`config.mk`:
```
export PLATFORM = sky130hd
export DESIGN_NAME = qlf_k6n10f_pipe_alu
export DESIGN_NICKNAME = d
export VERILOG_FILES = /design/src/rtl/qlf_k6n10f_pipe_alu_pkg.sv /design/src/rtl/qlf_k6n10f_alu_seg.sv /design/src/rtl/qlf_k6n10f_pipe_alu.sv
export SDC_FILE = /design/constraint.sdc
export NUM_CORES = 1
export LEC_CHECK = 0
export ABC_AREA = 1
export CORE_MARGIN = 3
export CORE_UTILIZATION = 40
export DETAILED_ROUTE_END_ITERATION = 12
export HOLD_SLACK_MARGIN = 0.06
export PLACE_DENSITY_LB_ADDON = 0.12
export SLEW_MARGIN = 20
export SYNTH_ARGS = -nofsm -noshare
export SYNTH_HDL_FRONTEND = slang
export SYNTH_HIERARCHICAL = 1
export SYNTH_SLANG_ARGS = --single-unit
```
`constraint.sdc`:
```
create_clock -name clock_i -period 9.24 [get_ports clock_i]
set_input_delay 2.772 -clock clock_i [delete_from_list [all_inputs] [get_ports clock_i]]
set_output_delay 2.772 -clock clock_i [all_outputs]
set_load 0.1 [all_outputs]
```
`src/rtl/qlf_k6n10f_pipe_alu_pkg.sv`:
```
// Shared op encodings and segment-geometry helpers for the pipelined
// add/sub/accumulate unit.
package qlf_k6n10f_pipe_alu_pkg;

  localparam logic [1:0] OP_ADD    = 2'b00;
  localparam logic [1:0] OP_SUB    = 2'b01;
  localparam logic [1:0] OP_ACC    = 2'b10;
  localparam logic [1:0] OP_ACCSUB = 2'b11;

  function automatic int nseg(input int width, input int seg);
    return (width + seg - 1) / seg;
  endfunction

  // The top segment only covers whatever bits remain above the full ones.
  function automatic int seg_bits(input int width, input int seg, input int k);
    int rem;
    rem = width - k * seg;
    return (rem < seg) ? rem : seg;
  endfunction

endpackage

```
`src/rtl/qlf_k6n10f_alu_seg.sv`:
```
// One pipeline stage: a BITS-wide ripple carry chain with its own slice of the
// accumulator, registered carry/overflow and the stage valid/op tags.
module qlf_k6n10f_alu_seg
  import qlf_k6n10f_pipe_alu_pkg::*;
#(
  parameter int BITS = 8
) (
  input  logic            clock_i,
  input  logic            reset_n_i,
  input  logic            en_i,
  input  logic            valid_i,
  input  logic [1:0]      op_i,
  input  logic            clr_i,
  input  logic            carry_i,
  input  logic [BITS-1:0] a_i,
  input  logic [BITS-1:0] b_i,
  output logic [BITS-1:0] sum_o,
  output logic            valid_o,
  output logic [1:0]      op_o,
  output logic            clr_o,
  output logic            carry_o,
  output logic            ov_o
);

  logic            isAcc;
  logic            invert;
  logic [BITS-1:0] xOp;
  logic [BITS-1:0] yOp;
  logic [BITS-1:0] sum;
  logic [BITS:0]   cy;

  logic            valid_q;
  logic [1:0]      op_q;
  logic            clr_q;
  logic            carry_q;
  logic            ov_q;
  logic [BITS-1:0] acc_q;

  // Accumulating ops add A to the held accumulator; plain ops add A to B.
  always_comb begin
    isAcc  = (op_i == OP_ACC) || (op_i == OP_ACCSUB);
    invert = (op_i == OP_SUB) || (op_i == OP_ACCSUB);
    xOp    = isAcc ? (clr_i ? '0 : acc_q) : a_i;
    yOp    = isAcc ? a_i : b_i;
    if (invert) yOp = ~yOp;
    sum    = '0;
    cy     = '0;
    cy[0]  = carry_i;
    for (int i = 0; i < BITS; i++) begin
      sum[i]   = xOp[i] ^ yOp[i] ^ cy[i];
      cy[i+1]  = (xOp[i] & yOp[i]) | (cy[i] & (xOp[i] ^ yOp[i]));
    end
  end

  always_ff @(posedge clock_i or negedge reset_n_i) begin
    if (!reset_n_i) begin
      valid_q <= 1'b0;
      op_q    <= OP_ADD;
      clr_q   <= 1'b0;
      carry_q <= 1'b0;
      ov_q    <= 1'b0;
      acc_q   <= '0;
    end else if (en_i) begin
      valid_q <= valid_i;
      op_q    <= op_i;
      clr_q   <= clr_i;
      if (valid_i) begin
        carry_q <= cy[BITS];
        ov_q    <= cy[BITS] ^ cy[BITS-1];
        if (isAcc) acc_q <= sum;
      end
    end
  end

  assign sum_o   = sum;
  assign valid_o = valid_q;
  assign op_o    = op_q;
  assign clr_o   = clr_q;
  assign carry_o = carry_q;
  assign ov_o    = ov_q;

endmodule

```
`src/rtl/qlf_k6n10f_pipe_alu.sv`:
```
// Pipelined WIDTH-bit add/sub/accumulate: one segment per stage, operands
// skewed on accept, result bits collected as the operation walks the stages.
module qlf_k6n10f_pipe_alu
  import qlf_k6n10f_pipe_alu_pkg::*;
#(
  parameter int WIDTH     = 32,
  parameter int SEG_WIDTH = 8
) (
  input  logic             clock_i,
  input  logic             reset_n_i,
  input  logic             in_valid_i,
  output logic             in_ready_o,
  input  logic [1:0]       op_i,
  input  logic             acc_clr_i,
  input  logic             ci_i,
  input  logic [WIDTH-1:0] a_i,
  input  logic [WIDTH-1:0] b_i,
  output logic             out_valid_o,
  input  logic             out_ready_i,
  output logic [WIDTH-1:0] res_o,
  output logic             co_o,
  output logic             ov_o
);

  localparam int NSEG = nseg(WIDTH, SEG_WIDTH);

  logic             advance;
  logic             frontValid_q;
  logic [1:0]       frontOp_q;
  logic             frontClr_q;
  logic             frontCi_q;

  logic             stValid [NSEG];
  logic [1:0]       stOp    [NSEG];
  logic             stClr   [NSEG];
  logic             stCarry [NSEG];
  logic [NSEG-1:0]  stOv;
  logic [WIDTH-1:0] resStage [NSEG];
  logic             unusedTail;

  assign advance    = !(out_valid_o && !out_ready_i);
  assign in_ready_o = advance;

  always_ff @(posedge clock_i or negedge reset_n_i) begin
    if (!reset_n_i) begin
      frontValid_q <= 1'b0;
      frontOp_q    <= OP_ADD;
      frontClr_q   <= 1'b0;
      frontCi_q    <= 1'b0;
    end else if (advance) begin
      frontValid_q <= in_valid_i;
      frontOp_q    <= op_i;
      frontClr_q   <= acc_clr_i;
      frontCi_q    <= ci_i;
    end
  end

  for (genvar k = 0; k < NSEG; k++) begin : g_stage
    localparam int LO   = k * SEG_WIDTH;
    localparam int BITS = seg_bits(WIDTH, SEG_WIDTH, k);

    logic [BITS-1:0]  aDly_q [k+1];
    logic [BITS-1:0]  bDly_q [k+1];
    logic             validIn;
    logic [1:0]       opIn;
    logic             clrIn;
    logic             carryIn;
    logic [WIDTH-1:0] resIn;
    logic [WIDTH-1:0] res_d;
    logic [WIDTH-1:0] res_q;
    logic [BITS-1:0]  sum;

    if (k == 0) begin : g_head
      // Stage 0 seeds the chain: ci for ADD, +1 for the two subtracting ops.
      assign validIn = frontValid_q;
      assign opIn    = frontOp_q;
      assign clrIn   = frontClr_q;
      assign carryIn = (frontOp_q == OP_ADD) ? frontCi_q : frontOp_q[0];
      assign resIn   = '0;
    end else begin : g_body
      assign validIn = stValid[k-1];
      assign opIn    = stOp[k-1];
      assign clrIn   = stClr[k-1];
      assign carryIn = stCarry[k-1];
      assign resIn   = resStage[k-1];
    end

    // Segment k must wait k+1 advances so it meets its carry at stage k.
    always_ff @(posedge clock_i or negedge reset_n_i) begin
      if (!reset_n_i) begin
        for (int j = 0; j <= k; j++) begin
          aDly_q[j] <= '0;
          bDly_q[j] <= '0;
        end
      end else if (advance) begin
        aDly_q[0] <= a_i[LO +: BITS];
        bDly_q[0] <= b_i[LO +: BITS];
        for (int j = 1; j <= k; j++) begin
          aDly_q[j] <= aDly_q[j-1];
          bDly_q[j] <= bDly_q[j-1];
        end
      end
    end

    qlf_k6n10f_alu_seg #(.BITS(BITS)) u_seg (
      .clock_i   (clock_i),
      .reset_n_i (reset_n_i),
      .en_i      (advance),
      .valid_i   (validIn),
      .op_i      (opIn),
      .clr_i     (clrIn),
      .carry_i   (carryIn),
      .a_i       (aDly_q[k]),
      .b_i       (bDly_q[k]),
      .sum_o     (sum),
      .valid_o   (stValid[k]),
      .op_o      (stOp[k]),
      .clr_o     (stClr[k]),
      .carry_o   (stCarry[k]),
      .ov_o      (stOv[k])
    );

    always_comb begin
      res_d            = resIn;
      res_d[LO +: BITS] = sum;
    end

    always_ff @(posedge clock_i or negedge reset_n_i) begin
      if (!reset_n_i) res_q <= '0;
      else if (advance && validIn) res_q <= res_d;
    end

    assign resStage[k] = res_q;
  end

  assign out_valid_o = stValid[NSEG-1];
  assign res_o       = resStage[NSEG-1];
  assign co_o        = stCarry[NSEG-1];
  assign ov_o        = stOv[NSEG-1];

  // Op/clr tags and lower-stage overflow have no consumer past the last stage.
  assign unusedTail = ^{stOv, stOp[NSEG-1], stClr[NSEG-1]};

endmodule

```
==> run metrics <==
status finished, final reports clean; final worst slack 2.15 ns; post-cts resize count 0; Hold Path Sink g_stage[2].aDly_q[8]; period utilization 76.8%; worst vdd ir 0.325 mV; leakage power 8.65 nW; port bufs 107; residual DRC count 0; Setup crit start kind input pin; HP Start g_stage[2].aDly_q[16]; core area 34,700 um2; routed length per placed instance 14.1 um; TritonCTS Sinks 295; Design Area, Final 16,400 um2; drt via density 4.82; dpl cell area 15,200 um2; CP Data Required Time 6.47 ns; clk_skew 0.0212 ns; TNS Setup 0 ns; Syn Area/Cell 8.06 um2; all-layer global routing usage 17.3%; vias after detailed routing 10,999; vias in the first global route 10,991; CP cell instances clkdlybuf4s50_1 -> inv_4 -> nand2_8 -> buf_4; Starting DRT DRC Count 795; fin crit period 7.09 ns; RSZ-0062 raised after global routing no; CTS tree built; f_max 141 MHz; Initial DRT Pass Iterations 5; initial antenna violation count 0; synth warn 6; Sw Pwr 2.98 mW; Clock Power Share 20.8%; aggregate routed wire length 32,100 um; post-synthesis net count 1,857; max cap viols 0; gpl congestion 0.803; worst skew pair latency 0.52 ns; WS Path Type input pin to output port; first-pass GRT wire length 56,100 um; most common cell after layout, fill and taps aside nand2_1; # Post-CTS Setup Buffers 0; CP max stage delay 0.50 ns; Sw Ratio 44.8%; final hold vios 0; antenna diode count 0; Hold Crit Class flip-flop to flip-flop; Die X 194 um; Final setup violation count 0; R2R depth 16; Chip Height 194 um; total gr overflow 0; post-synthesis cell area 14,100 um2; net total in the final layout 1,904; Max clock buf depth 3; HPWL Detailed 19,800 um; reg-to-reg slack, setup 3.79 ns; clock slew at reported path FFs 0.05 ns; CP max-delay cell clkdlybuf4s50_1; reg2reg end g_stage[2].res_q[23]; Initial Util 40.7%; cts bufs inserted 35; largest net degree at the start of global routing 177; area delta synth->final 16.4%; worst r2r src g_stage[1].u_seg/op_o[1]; Hold Path Depth 2; Final Max Tran Viols 0; H-tree depth 2; Place WS 2.16 ns; Int Pwr 3.66 mW; Post-DRT Antenna Nets 0; critical path peak fanout 118; worst slew pin tran 1.05 ns; CTS Hold Buffers Added 0; io pins 108; synthesized instance count 1,753; pwr/cell area 404 nW/um2; worst hold slack 0.462 ns; full die area 37,600 um2; CP arrival 4.32 ns; Logic pwr share 44.7%; sequential share of power 34.5%; nature of the critical path endpoint output port; share of layout cells above drive strength 1 4.93%; Cell Rows 68; most frequent cells in the layout 777 x nand2_1, 316 x nand3_1, 294 x dfrtp_1; worst relative slew slack 30.3%; root buffer cell clkbuf_16
==> final cells by class <==
cell class                 instances  area, um2
fill                            3546      18300
sequential                       295       7390
multi-input combinational       1198       5560
timing repair buffer             117       1160
clock buffer                      53       1110
inverter                         153        577
tap                              455        569
clock inverter                    11       75.1
==> power groups by stage <==
| stage | clock network [mW] | registers, mW | logic [mW] |
|---|---|---|---|
| after floorplan | 0 | 2.56 | 1.98 |
| after global placement | 0 | 2.30 | 2.94 |
| after detailed placement | 0 | 2.31 | 3.00 |
| after CTS | 1.42 | 2.29 | 3.01 |
| after global routing | 1.48 | 2.37 | 3.41 |
| final | 1.38 | 2.29 | 2.97 |
==> worst max-delay path: cells and delay by family <==
family                 cells  cell delay [ns]
buffers and inverters      3             0.98
AND/OR/NAND/NOR            1             0.42
==> registers in the layout, indices dropped and copies added (netlist names) <==
register and count:
g_stage.u_seg/valid_o 4, frontOp_q 2, g_stage.u_seg/clr_o 3, g_stage.res_q 48, g_stage.aDly_q 80, g_stage.u_seg/ov_o 1
frontCi_q 1, res_o 32, g_stage.bDly_q 80, frontClr_q 1, g_stage.u_seg/carry_o 4, g_stage.u_seg/op_o 6
frontValid_q 1, g_stage.u_seg/acc_q 32
==> how the worst max path moves through the flow <==
stage | startpoint | endpoint | slack (ns) | cells after the start
final | out_ready_i | in_ready_o | 2.15 | 4
after floorplan | out_ready_i | in_ready_o | 2.91 | 4
after CTS | out_ready_i | in_ready_o | 2.16 | 4
after global routing | out_ready_i | in_ready_o | 2.06 | 4
after global placement | out_ready_i | in_ready_o | 2.17 | 4
after detailed placement | out_ready_i | in_ready_o | 2.16 | 4
==> per-layer routing <==
layer	wire (um)	part of all wire, %	track usage (%)	up-vias
met4	529	1.6	3.70	0
li1	-	-	-	5574
met5	0	0	0	-
met2	13500	42	25.8	189
met1	16800	52	26.8	5191
met3	1320	4.1	2.87	45
==> through the flow <==
stage	total power, mW	utilization, %	instances
floorplan	4.54	-	1753
global placement	5.24	43.9	2218
detailed placement	5.31	43.9	2218
CTS	6.73	47.4	2282
global route	7.27	47.4	2282
finish	6.64	47.4	2282
Note: power is estimated with default switching activity, not from simulation.
